--- src/rtl/cp0_int_ctrl_if.sv ---
// Pipeline <-> CP0 interrupt/exception controller signal bundle.
// master = M-stage/pipeline side, slave = the controller.
interface cp0_int_ctrl_if #(
  parameter int unsigned NUM_INT = 6
);
  logic [NUM_INT-1:0] hw_int;
  logic               we;
  logic [4:0]         addr;
  logic [31:0]        wdata;
  logic [31:0]        rdata;
  logic [31:0]        pc_m;
  logic               bd_m;
  logic               exc_req;
  logic [4:0]         exc_code;
  logic               eret;
  logic               take;
  logic [31:0]        redirect_pc;
  logic [31:0]        epc;

  modport master (
    output hw_int, we, addr, wdata, pc_m, bd_m, exc_req, exc_code, eret,
    input  rdata, take, redirect_pc, epc
  );

  modport slave (
    input  hw_int, we, addr, wdata, pc_m, bd_m, exc_req, exc_code, eret,
    output rdata, take, redirect_pc, epc
  );
endinterface

--- src/rtl/cp0_int_ctrl.sv ---
// CP0 interrupt/exception controller: line synchronisers, SR/Cause/EPC/PRId,
// exception entry / ERET decision and Fetch redirect target.
module cp0_int_ctrl #(
  parameter int unsigned NUM_INT     = 6,
  parameter int unsigned SYNC_STAGES = 2,
  parameter logic [5:0]  EDGE_MASK   = 6'b000000,
  parameter logic [31:0] PRID        = 32'h4C5A_0001,
  parameter logic [31:0] EXC_VECTOR  = 32'h0000_4180
) (
  input  logic          clk,
  input  logic          reset,
  cp0_int_ctrl_if.slave bus
);

  localparam int unsigned IPW   = 6;
  localparam logic [4:0]  A_SR    = 5'd12;
  localparam logic [4:0]  A_CAUSE = 5'd13;
  localparam logic [4:0]  A_EPC   = 5'd14;
  localparam logic [4:0]  A_PRID  = 5'd15;

  typedef enum logic {NORMAL = 1'b0, HANDLER = 1'b1} state_e;

  state_e             state_q, state_d;
  logic [NUM_INT-1:0] s_c, s_prev_q, ip_q, ip_d;
  logic               ie_q, ie_d;
  logic [IPW-1:0]     im_q, im_d;
  logic               bd_q, bd_d;
  logic [4:0]         exc_code_q, exc_code_d;
  logic [31:0]        epc_q, epc_d;

  logic               exl_c, int_pend_c, exc_ok_c, take_c;
  logic [IPW-1:0]     ip_c;
  logic               wr_sr_c, wr_cause_c, wr_epc_c;
  logic [31:0]        epc_take_c;

  // Per-line synchroniser chain; zero stages uses the raw line directly.
  generate
    if (SYNC_STAGES == 0) begin : g_nosync
      assign s_c = bus.hw_int;
    end else begin : g_sync
      logic [NUM_INT-1:0] sync_q [SYNC_STAGES];
      always_ff @(posedge clk) begin
        if (!reset) begin
          for (int unsigned k = 0; k < SYNC_STAGES; k++) sync_q[k] <= '0;
        end else begin
          sync_q[0] <= bus.hw_int;
          for (int unsigned k = 1; k < SYNC_STAGES; k++) sync_q[k] <= sync_q[k-1];
        end
      end
      assign s_c = sync_q[SYNC_STAGES-1];
    end
  endgenerate

  assign exl_c      = (state_q == HANDLER);
  assign ip_c       = IPW'(ip_q);
  assign int_pend_c = ie_q & ~exl_c & (|(ip_c & im_q));
  assign exc_ok_c   = bus.exc_req & ~exl_c;
  assign take_c     = int_pend_c | exc_ok_c;

  // mtc0 is dropped whenever the same cycle redirects to the handler.
  assign wr_sr_c    = bus.we & (bus.addr == A_SR)    & ~take_c;
  assign wr_cause_c = bus.we & (bus.addr == A_CAUSE) & ~take_c;
  assign wr_epc_c   = bus.we & (bus.addr == A_EPC)   & ~take_c;
  assign epc_take_c = bus.bd_m ? (bus.pc_m - 32'd4) : bus.pc_m;

  always_comb begin
    state_d    = state_q;
    ip_d       = ip_q;
    ie_d       = ie_q;
    im_d       = im_q;
    bd_d       = bd_q;
    exc_code_d = exc_code_q;
    epc_d      = epc_q;

    // Edge lines are sticky W1C; a new edge beats a same-cycle clear.
    for (int unsigned i = 0; i < NUM_INT; i++) begin
      if (EDGE_MASK[i]) begin
        ip_d[i] = (s_c[i] & ~s_prev_q[i]) | (ip_q[i] & ~(wr_cause_c & bus.wdata[10+i]));
      end else begin
        ip_d[i] = s_c[i];
      end
    end

    if (take_c) begin
      state_d    = HANDLER;
      bd_d       = bus.bd_m;
      epc_d      = {epc_take_c[31:2], 2'b00};
      exc_code_d = int_pend_c ? 5'd0 : bus.exc_code;
    end else begin
      if (wr_sr_c) begin
        ie_d    = bus.wdata[0];
        im_d    = bus.wdata[15:10];
        state_d = bus.wdata[1] ? HANDLER : NORMAL;
      end
      if (bus.eret) state_d = NORMAL;
      if (wr_epc_c) epc_d = {bus.wdata[31:2], 2'b00};
    end
  end

  always_ff @(posedge clk) begin
    if (!reset) begin
      state_q    <= NORMAL;
      s_prev_q   <= '0;
      ip_q       <= '0;
      ie_q       <= 1'b0;
      im_q       <= '0;
      bd_q       <= 1'b0;
      exc_code_q <= '0;
      epc_q      <= '0;
    end else begin
      state_q    <= state_d;
      s_prev_q   <= s_c;
      ip_q       <= ip_d;
      ie_q       <= ie_d;
      im_q       <= im_d;
      bd_q       <= bd_d;
      exc_code_q <= exc_code_d;
      epc_q      <= epc_d;
    end
  end

  // mfc0 read mux shows pre-edge register state.
  always_comb begin
    bus.rdata = '0;
    case (bus.addr)
      A_SR:    bus.rdata = {16'd0, im_q, 8'd0, exl_c, ie_q};
      A_CAUSE: bus.rdata = {bd_q, 15'd0, ip_c, 3'd0, exc_code_q, 2'd0};
      A_EPC:   bus.rdata = epc_q;
      A_PRID:  bus.rdata = PRID;
      default: bus.rdata = '0;
    endcase
  end

  assign bus.take        = take_c;
  assign bus.redirect_pc = take_c ? EXC_VECTOR : epc_q;
  assign bus.epc         = epc_q;

endmodule

--- src/flat_wrapper.sv ---
// flat-port wrapper written by rule: the top's interface ports become plain ports
module cp0_int_ctrl_flat 
#(
  parameter int unsigned NUM_INT     = 6,
  parameter int unsigned SYNC_STAGES = 2,
  parameter logic [5:0]  EDGE_MASK   = 6'b000000,
  parameter logic [31:0] PRID        = 32'h4C5A_0001,
  parameter logic [31:0] EXC_VECTOR  = 32'h0000_4180
)
  (clk, reset, bus_hw_int, bus_we, bus_addr, bus_wdata, bus_pc_m, bus_bd_m, bus_exc_req, bus_exc_code, bus_eret, bus_rdata, bus_take, bus_redirect_pc, bus_epc);
  cp0_int_ctrl_if #(.NUM_INT(NUM_INT)) bus_i ();
  input  logic clk;
  input  logic reset;
  input wire logic [$bits(bus_i.hw_int)-1:0] bus_hw_int;
  input wire logic [$bits(bus_i.we)-1:0] bus_we;
  input wire logic [$bits(bus_i.addr)-1:0] bus_addr;
  input wire logic [$bits(bus_i.wdata)-1:0] bus_wdata;
  input wire logic [$bits(bus_i.pc_m)-1:0] bus_pc_m;
  input wire logic [$bits(bus_i.bd_m)-1:0] bus_bd_m;
  input wire logic [$bits(bus_i.exc_req)-1:0] bus_exc_req;
  input wire logic [$bits(bus_i.exc_code)-1:0] bus_exc_code;
  input wire logic [$bits(bus_i.eret)-1:0] bus_eret;
  output wire logic [$bits(bus_i.rdata)-1:0] bus_rdata;
  output wire logic [$bits(bus_i.take)-1:0] bus_take;
  output wire logic [$bits(bus_i.redirect_pc)-1:0] bus_redirect_pc;
  output wire logic [$bits(bus_i.epc)-1:0] bus_epc;
  assign bus_i.hw_int = bus_hw_int;
  assign bus_i.we = bus_we;
  assign bus_i.addr = bus_addr;
  assign bus_i.wdata = bus_wdata;
  assign bus_i.pc_m = bus_pc_m;
  assign bus_i.bd_m = bus_bd_m;
  assign bus_i.exc_req = bus_exc_req;
  assign bus_i.exc_code = bus_exc_code;
  assign bus_i.eret = bus_eret;
  assign bus_rdata = bus_i.rdata;
  assign bus_take = bus_i.take;
  assign bus_redirect_pc = bus_i.redirect_pc;
  assign bus_epc = bus_i.epc;
  cp0_int_ctrl #(.NUM_INT(NUM_INT), .SYNC_STAGES(SYNC_STAGES), .EDGE_MASK(EDGE_MASK), .PRID(PRID), .EXC_VECTOR(EXC_VECTOR)) u_core (.clk(clk), .reset(reset), .bus(bus_i));
endmodule
--- config.mk ---
export PLATFORM = sky130hd
export DESIGN_NAME = cp0_int_ctrl_flat
export DESIGN_NICKNAME = d
export VERILOG_FILES = /design/src/rtl/cp0_int_ctrl_if.sv /design/src/rtl/cp0_int_ctrl.sv /design/src/flat_wrapper.sv
export SDC_FILE = /design/constraint.sdc
export NUM_CORES = 1
export LEC_CHECK = 0
export ABC_AREA = 1
export CAP_MARGIN = 30
export CORE_ASPECT_RATIO = 1.1
export CORE_UTILIZATION = 46
export DETAILED_ROUTE_END_ITERATION = 10
export HOLD_SLACK_MARGIN = 0.06
export PLACE_DENSITY = 0.94
export SLEW_MARGIN = 20
export SYNTH_ARGS = -nofsm -noshare
export SYNTH_HDL_FRONTEND = slang
export SYNTH_SLANG_ARGS = --single-unit
export TNS_END_PERCENT = 20
--- constraint.sdc ---
create_clock -name clk -period 2.78 [get_ports clk]
set_clock_uncertainty 0.1 [all_clocks]
set_input_delay 0.417 -clock clk [delete_from_list [all_inputs] [get_ports clk]]
set_output_delay 0.417 -clock clk [all_outputs]
set_load 0.01 [all_outputs]
Word-level counts from Yosys, hierarchy flattened
Memory sizes are Yosys's and may differ from the RTL's. A register that Yosys moved wholly into a read port is not among the register bits.
Index checks and enable logic that the tools add are counted.
{"block": "classes", "n_bitwise": 13, "n_addsub": 1, "reduce_logical": 5, "eq_ne": 4, "mux": 14}
{"cell": "two-way mux 32 bit", "n": 4}
{"cell": "case mux 32 bit (4 select lines)", "n": 1}
{"cell": "subtractor 32 x 3 -> 32 bit, second input constant", "n": 1}
{"cell": "equality test 5 x 4 -> 1 bit, second input constant", "n": 4}
{"cell": "two-way mux 6 bit", "n": 2}
{"cell": "AND 1 bit", "n": 7}
{"cell": "AND 6 bit", "n": 1}
{"cell": "two-way mux 1 bit", "n": 6}
{"cell": "OR reduction 6 bit", "n": 1}
{"cell": "two-way mux 5 bit", "n": 1}
{"cell": "OR 1 bit", "n": 3}
{"cell": "nonzero test 3 bit", "n": 1}
{"cell": "NOT 1 bit", "n": 2}
{"cell": "AND reduction 2 bit", "n": 1}
{"cell": "nonzero test 2 bit", "n": 1}
{"cell": "zero test 1 bit", "n": 1}
{"block": "totals", "register_bits": 44, "word_cells": 44, "in_bits": 86, "mem_count": 1, "ramBits": 12, "out_inout_bits": 97}
{"memory": "u_core.g_sync.sync_q", "words": 2, "width": 6, "read_ports": 2, "rd_ports_with_merged_regs": 1, "wr": 2, "line": "cp0_int_ctrl.sv:41", "source": "logic [NUM_INT-1:0] sync_q [SYNC_STAGES];"}

Longest topological paths before layout
{"block": "depth", "depth_word": 9, "mapped_depth": 13, "depth_no_buf": 13}

Worst setup path after synthesis
No wires, ideal clock.
{"block": "synth_path", "kind": "register to output", "from": "register u_core.im_q[0]", "to": "output bus_redirect_pc[22]", "path_stages_with_launch": 10, "arrival_ps": 1295, "required_time_ps": 2263, "n_path_buf": 2, "setup_slack_ps": 968, "cell_sequence": "dfxtp_1 nand2_1 nand2_1 a21oi_1 nand2_1 nand2_4 nand2_8 buf_4 buf_2 nor2_1"}
{"block": "synth_between", "elab_chain_cells": 5}
{"element": "start: declaration", "line": "cp0_int_ctrl.sv:26", "source": "logic [IPW-1:0] im_q, im_d;"}
{"element": "start signal: assignment", "line": "cp0_int_ctrl.sv:115", "source": "im_q <= im_d;"}
{"element": "AND 6 bit", "line": "cp0_int_ctrl.sv:56", "source": "assign int_pend_c = ie_q & ~exl_c & (|(ip_c & im_q));"}
{"element": "OR reduction 6 bit", "line": "cp0_int_ctrl.sv:56"}
{"element": "AND 1 bit", "line": "cp0_int_ctrl.sv:56"}
{"element": "OR 1 bit", "line": "cp0_int_ctrl.sv:58", "source": "assign take_c = int_pend_c | exc_ok_c;"}
{"element": "via bus_take", "line": "flat_wrapper.sv:24", "source": "output wire logic [$bits(bus_i.take)-1:0] bus_take;"}
{"element": "two-way mux 32 bit", "line": "cp0_int_ctrl.sv:135", "source": "assign bus.redirect_pc = take_c ? EXC_VECTOR : epc_q;"}
{"element": "end: declaration", "line": "flat_wrapper.sv:25", "source": "output wire logic [$bits(bus_i.redirect_pc)-1:0] bus_redirect_pc;"}
The timed path passes the listed nets, and every way through them passes these cells.

Final worst setup path
{"block": "layout_path", "from": "input bus_addr[1]", "to": "output bus_rdata[19]"}
{"block": "layout_between", "elab_chain_cells": 2, "elab_cells_between_ends": 5, "classes_between": "eq/ne (4); mux (1)"}
{"element": "start: declaration", "line": "flat_wrapper.sv:16", "source": "input wire logic [$bits(bus_i.addr)-1:0] bus_addr;"}
{"element": "equality test 5 x 4 -> 1 bit, on equally long branches"}
{"element": "case mux 32 bit (4 select lines) *", "line": "cp0_int_ctrl.sv:125", "source": "case (bus.addr)"}
{"element": "end: declaration", "line": "flat_wrapper.sv:23", "source": "output wire logic [$bits(bus_i.rdata)-1:0] bus_rdata;"}
Mark *: on every way between the ends. The rest lies on a longest branch, timed or not.

==> out/summary.txt <==
Leak Pwr: 2.89 nW
WS Path Type: in -> out
Post-Syn Instances: 641
Post-Synth Simple-Gate Area: 38.9%
register area share after synthesis: 30.9%
all-layer global routing usage: 30.8%
Post-DP HPWL: 11100 µm
initial antenna violation count: 0
CP required: 2.26 ns
Gate power share: 23.8%
Vias: 4834
Final ANT Viol Nets: 0
clock tree sinks: 62
Syn Area/Cell: 6.27 µm²
Min-Delay Path Class: reg -> reg
drt first-iter violations: 371
switch share: 28.7%
switching power: 0.000750 W
DR vias/cell: 5.19
top cell type's share of synthesized area: 30.9%
Post-Place Worst Slack: 0.0314 ns
antenna cells: 0
Setup Fix Bufs, Post-CTS: 0
Synth Register Bits: 62
clock network power share: 38.7%
CTS buffer count: 9
largest family of logic cells by synthesized area: simple AND/OR/NAND/NOR gates
ranking of synthesized cells by area: dfxtp_1 31%, nand2_1 17%, nor2_1 8.2%
# rows: 35
H-tree depth: 3
pin count of the biggest net entering global routing: 41
WP data arrival: 2.19 ns
number of port buffers: 176
DRC: 0
GP Congestion: 1.02
share of cells above drive strength 1: 9.62%
Synth Flop Type: dfxtp_1
adder-cell share of the synthesized area: 0.312%
multiplexer share of the synthesized area: 0%
clock transition at the registers of the reported paths: 0.08 ns
Pwr Total: 0.00261 W
core area: 0.00841 mm²
final WL: 14200 µm
Clock Tree Buf Depth: 2
Initial Util: 47.8%
synthesized area: 0.00402 mm²
Worst setup SP type: primary input
# IOs: 183
Die W: 91.1 µm
Crit Path Max Fanout: 20
Synth async-reset ratio: 0%
Max-Cap Viols: 0
number of synthesized flops with an enable pin: 0
routed len/inst: 15.2 µm
most frequent cells after synthesis: 187 x nand2_1, 88 x nor2_1, 86 x inv_1
GR Overflow Total: 0
pwr dens: 422 mW/mm²
first-pass GRT wire length: 22000 µm
period utilization: 97.5%
Max Fclk: 369 MHz
post-layout min period: 2.71 ns
final worst slack: 0.0688 ns
CTS tree: done
peak supply drop: 0.276 mV
slowest stage delay, CP: 0.58 ns
final core utilization: 73.6%
first drt pass iteration count: 5
non-filler cells, final: 932
clock root buffer: clkbuf_8
CP Cell Sequence: clkdlybuf4s50_1 > inv_1 > nor2_2 > nand2_4 > buf_12 > o21ai_0 > clkdlybuf4s50_1
Fin. Hold Viols: 0
Worst setup EP type: output port
Slowest-stage cell, CP: clkdlybuf4s50_1
P_int: 0.00186 W
dominant cell by count in the synthesized netlist: nand2_1
clk_lat worst skew: 0.34 ns
part of the power in registers: 37.5%
vias in the first global route: 4635
run status: complete, no violations
XOR/XNOR share of the synthesized area: 3.27%
Die ar.: 0.00911 mm²
synth unique cells: 40
placed cell count: 916
Layout area overhead: 54.2%
die boundary height: 100 µm
fin nets: 903
yosys warns: 0
most area-hungry cell type in the Yosys netlist: dfxtp_1
complex-gate fraction of the synthesized area: 13.7%
crit-path most repeated cell: clkdlybuf4s50_1
Final Max Tran Viols: 0
final count of negative-setup-slack endpoints: 0
==> through the flow <==
| stage | cell area (µm²) | hold slack, ns | TNS [ns] |
|---|---|---|---|
| after floorplan | 4030 | 0.290 | 0 |
| after global placement | 5900 | 0.293 | 0 |
| after detailed placement | 5900 | 0.298 | 0 |
| after CTS | 6150 | 0.308 | 0 |
| after global routing | 6190 | 0.328 | -0.0442 |
| final | 6190 | 0.309 | 0 |
==> flip-flops by register name, indices dropped and copies added (netlist names) <==
register	cells
u_core.exc_code_q	5
u_core.ip_c	6
u_core.im_q	6
u_core.exl_c	1
u_core.g_sync.sync_q	12
u_core.bus.epc	30
u_core.ie_q	1
u_core.bd_q	1
==> area by class of cell <==
class                      count  area (µm²)
sequential                    62        1240
inverter                      93         352
multi-input combinational    460        2280
clock inverter                 7         128
clock buffer                   9         124
timing repair buffer         190        1920
fill                         649        2220
tap                          111         139
==> path summary, 6_finish.rpt <==
kind / cells past startpoint / start / slack (ns) / endpoint
max: 7 / bus_addr[1] / 0.07 / bus_rdata[19]
max reg2reg: 11 / u_core.ip_c[2] / 0.66 / u_core.bus.epc[2]
min: 2 / u_core.g_sync.sync_q[0][4] / 0.31 / u_core.g_sync.sync_q[1][4]
min reg2reg: 2 / u_core.g_sync.sync_q[0][4] / 0.31 / u_core.g_sync.sync_q[1][4]
==> kinds of logic (layout without fill, tap and decap cells) <==
group / count (synthesis) / in the layout
xor+xnor: 15 / 15
fa+ha+maj: 1 / 1
other cells: 1 / 4
buf+inv: 122 / 299
compound gates: 94 / 94
simple gates: 346 / 346
flops: 62 / 62
==> cells in the final DEF (no fill, tap or decap), types with 3 or more instances in the layout <==
cell / netlist / layout
inv_2: 4 / 5
a21oi_2: 3 / 3
nor2_8: 4 / 4
dfxtp_1: 62 / 62
a211oi_1: 3 / 3
inv_1: 86 / 85
nand3_2: 4 / 4
o211ai_1: 8 / 8
xnor2_1: 5 / 5
a21oi_1: 30 / 30
clkdlybuf4s50_1: 0 / 163
nand2_2: 4 / 4
conb_1: 1 / 4
o21ai_0: 21 / 21
dlymetal6s2s_1: 0 / 13
a31oi_1: 6 / 6
nor2_4: 4 / 5
o21ai_1: 16 / 16
inv_6: 0 / 3
nor2_2: 14 / 13
buf_4: 10 / 12
nand2_1: 187 / 186
nand2_4: 3 / 4
bufinv_16: 0 / 3
clkbuf_8: 0 / 9
xor2_1: 10 / 10
nand3_1: 27 / 27
nand4_1: 5 / 5
nor2_1: 88 / 88
a211oi_2: 3 / 3
==> power by group through the flow <==
stage,registers (W),clock network (W),logic (W)
after floorplan,0.00100,0,0.000263
after global routing,0.000984,0.00105,0.000668
after CTS,0.000979,0.00101,0.000615
after global placement,0.000996,0,0.000597
after detailed placement,0.000998,0,0.000610
final,0.000979,0.00101,0.000621
==> per-layer routing <==
metal	vias to the layer above	GRT usage (%)	wire length, µm
met4	0	13.1	456
met2	257	55.8	7090
li1	2338	-	-
met5	-	0	0
met3	39	5.61	1060
met1	2200	35.6	5550
==> critical path, delay by kind of cell <==
kind            cells  cell delay (ns)
buf+inv             4             1.30
simple gates        2             0.30
compound gates      1             0.18
==> timing repair <==
item / in CTS / in global routing
endpoints found under the setup margin: 0 / 15
hold buffers: 0 / 0
resized for setup: 0 / 17
Note: power is estimated with default switching activity, not from simulation.
==> variant (config.mk and constraints unchanged) <==
Register the output `bus.redirect_pc`, without a reset; this adds one clock of latency there.
--- a/src/rtl/cp0_int_ctrl.sv
+++ b/src/rtl/cp0_int_ctrl.sv
@@ -132,7 +132,9 @@
   end
 
   assign bus.take        = take_c;
-  assign bus.redirect_pc = take_c ? EXC_VECTOR : epc_q;
+  always_ff @(posedge clk) begin
+    bus.redirect_pc <= take_c ? EXC_VECTOR : epc_q;
+  end
   assign bus.epc         = epc_q;
 
 endmodule
Behaviour: not the same (a bounded check fails within 4 cycles, from zero or initial values and one cycle with reset low).
==> variant against the original RTL <==
- synthesized area grew 14%
- final area grew 7.2%
- sequential cell count grew 30
- worst setup slack gained 0.060 ns
- wire length shrank 2.4%
- total power grew 14%
- die area grew 13%
- final cell count grew 2.7%
- largest power group is now sequential cells
==> variant: results (changes against the original RTL) <==
Status: completed (unchanged). The mean instance size in the synthesized netlist is 6.88 um^2 (was 6.27 um^2). The cell area after placement is 6400 um^2 (was 5900 um^2). The via count of the first global-routing pass came out at 4,447 (was 4,635). The average detailed-routed wire length per instance is 14.4 um (was 15.2 um). The sequential fraction of the synthesis area came to 40.3% (was 30.9%). The post-synthesis cell type count came to 39 (was 40). The total track usage is 26.6% (was 30.8%). The share of cells above drive strength 1 came to 8.45% (was 9.62%). The final net count is 922 (was 903). The static leakage power is 2.95 nW (was 2.89 nW). The count of fill cells added during filler insertion is 742 (was 649). The largest net degree at the start of global routing is 53 (was 41).

The final cell count without fillers is 957 (was 932). The weighted congestion reported at the end of routability-driven placement came out at 0.915 (was 1.02). The XOR/XNOR share of the synthesized area is 2.30% (was 3.27%). The clock transition time at the flip-flop clock pins of the worst setup and hold paths is 0.10 ns (was 0.08 ns).

The number of design-rule violations left by the first detailed-router iteration is 291 (was 371). The ratio of routed vias to standard cells is 5.01 (was 5.19). Most used standard cells in the synthesized netlist: sky130_fd_sc_hd__nand2_1, sky130_fd_sc_hd__nor2_1, sky130_fd_sc_hd__dfxtp_1 (was sky130_fd_sc_hd__nand2_1, sky130_fd_sc_hd__nor2_1, sky130_fd_sc_hd__inv_1). The worst IR drop on VDD came out at 0.216 mV (was 0.276 mV). The switching power as a share of total power came out at 28.5% (was 28.7%). The share of the synthesized area in compound gates (AO/OA/AOI/OAI) is 13.1% (was 13.7%).

The maximum fanout along the worst path is 9 (was 20). The wire length of the first global-routing pass is 22.0 mm (about the same). Ranking of synthesized cells by area: sky130_fd_sc_hd__dfxtp_1, sky130_fd_sc_hd__nand2_1, sky130_fd_sc_hd__nor2_1, sky130_fd_sc_hd__inv_1, sky130_fd_sc_hd__o21ai_0 (was sky130_fd_sc_hd__dfxtp_1, sky130_fd_sc_hd__nand2_1, sky130_fd_sc_hd__nor2_1, sky130_fd_sc_hd__inv_1, sky130_fd_sc_hd__a21oi_1).
-- variant: final timing paths --
path / startpoint / end / slack, ns / cells after the start
max: bus_addr[2] / bus_rdata[15] / 0.13 / 6
min: u_core.g_sync.sync_q[0][5] / u_core.g_sync.sync_q[1][5] / 0.32 / 2
max reg2reg: u_core.ip_c[3] / u_core.im_q[1] / 0.56 / 8
min reg2reg: u_core.g_sync.sync_q[0][5] / u_core.g_sync.sync_q[1][5] / 0.32 / 2
-- variant: final cells by class --
type                       instances  area (um^2)  share of cell area [%]
tap                              117          146                    2.21
multi-input combinational        454         2220                    33.5
sequential                        92         1840                    27.7
inverter                          90          338                    5.09
clock inverter                     7         86.3                    1.30
clock buffer                       9          124                    1.87
timing repair buffer             188         1880                    28.3
-- variant: power by group through the flow --
stage,clock network (W),registers (W),logic (W)
6_report,0.000932,0.00144,0.000606
5_1_grt,0.00101,0.00145,0.000658
4_1_cts,0.000942,0.00144,0.000603
3_5_place_dp,0,0.00147,0.000601
3_3_place_gp,0,0.00147,0.000591
2_1_floorplan,0,0.00149,0.000246
-- variant: worst max-delay path: cells and delay by family --
| family | cells | cell delay [ns] |
|---|---|---|
| compound gates | 1 | 0.26 |
| buf+inv | 2 | 1.02 |
| simple gates | 3 | 0.43 |
-- variant: logic make-up after synthesis --
kind of cell	after synthesis
simple gates	335
buf+inv	121
compound gates	102
flops	92
xor+xnor	12
fa+ha+maj	1
other cells	1
-- variant: per-layer routing --
metal  share of wire (%)  wire length [um]  vias up  track usage, %
met5                   0                 0        -               0
met2                  49              6810      181            45.8
met1                  43              5970     2185            34.1
li1                    -                 -     2405               -
met3                 5.4               745       23            3.75
met4                 2.1               285        0            9.17
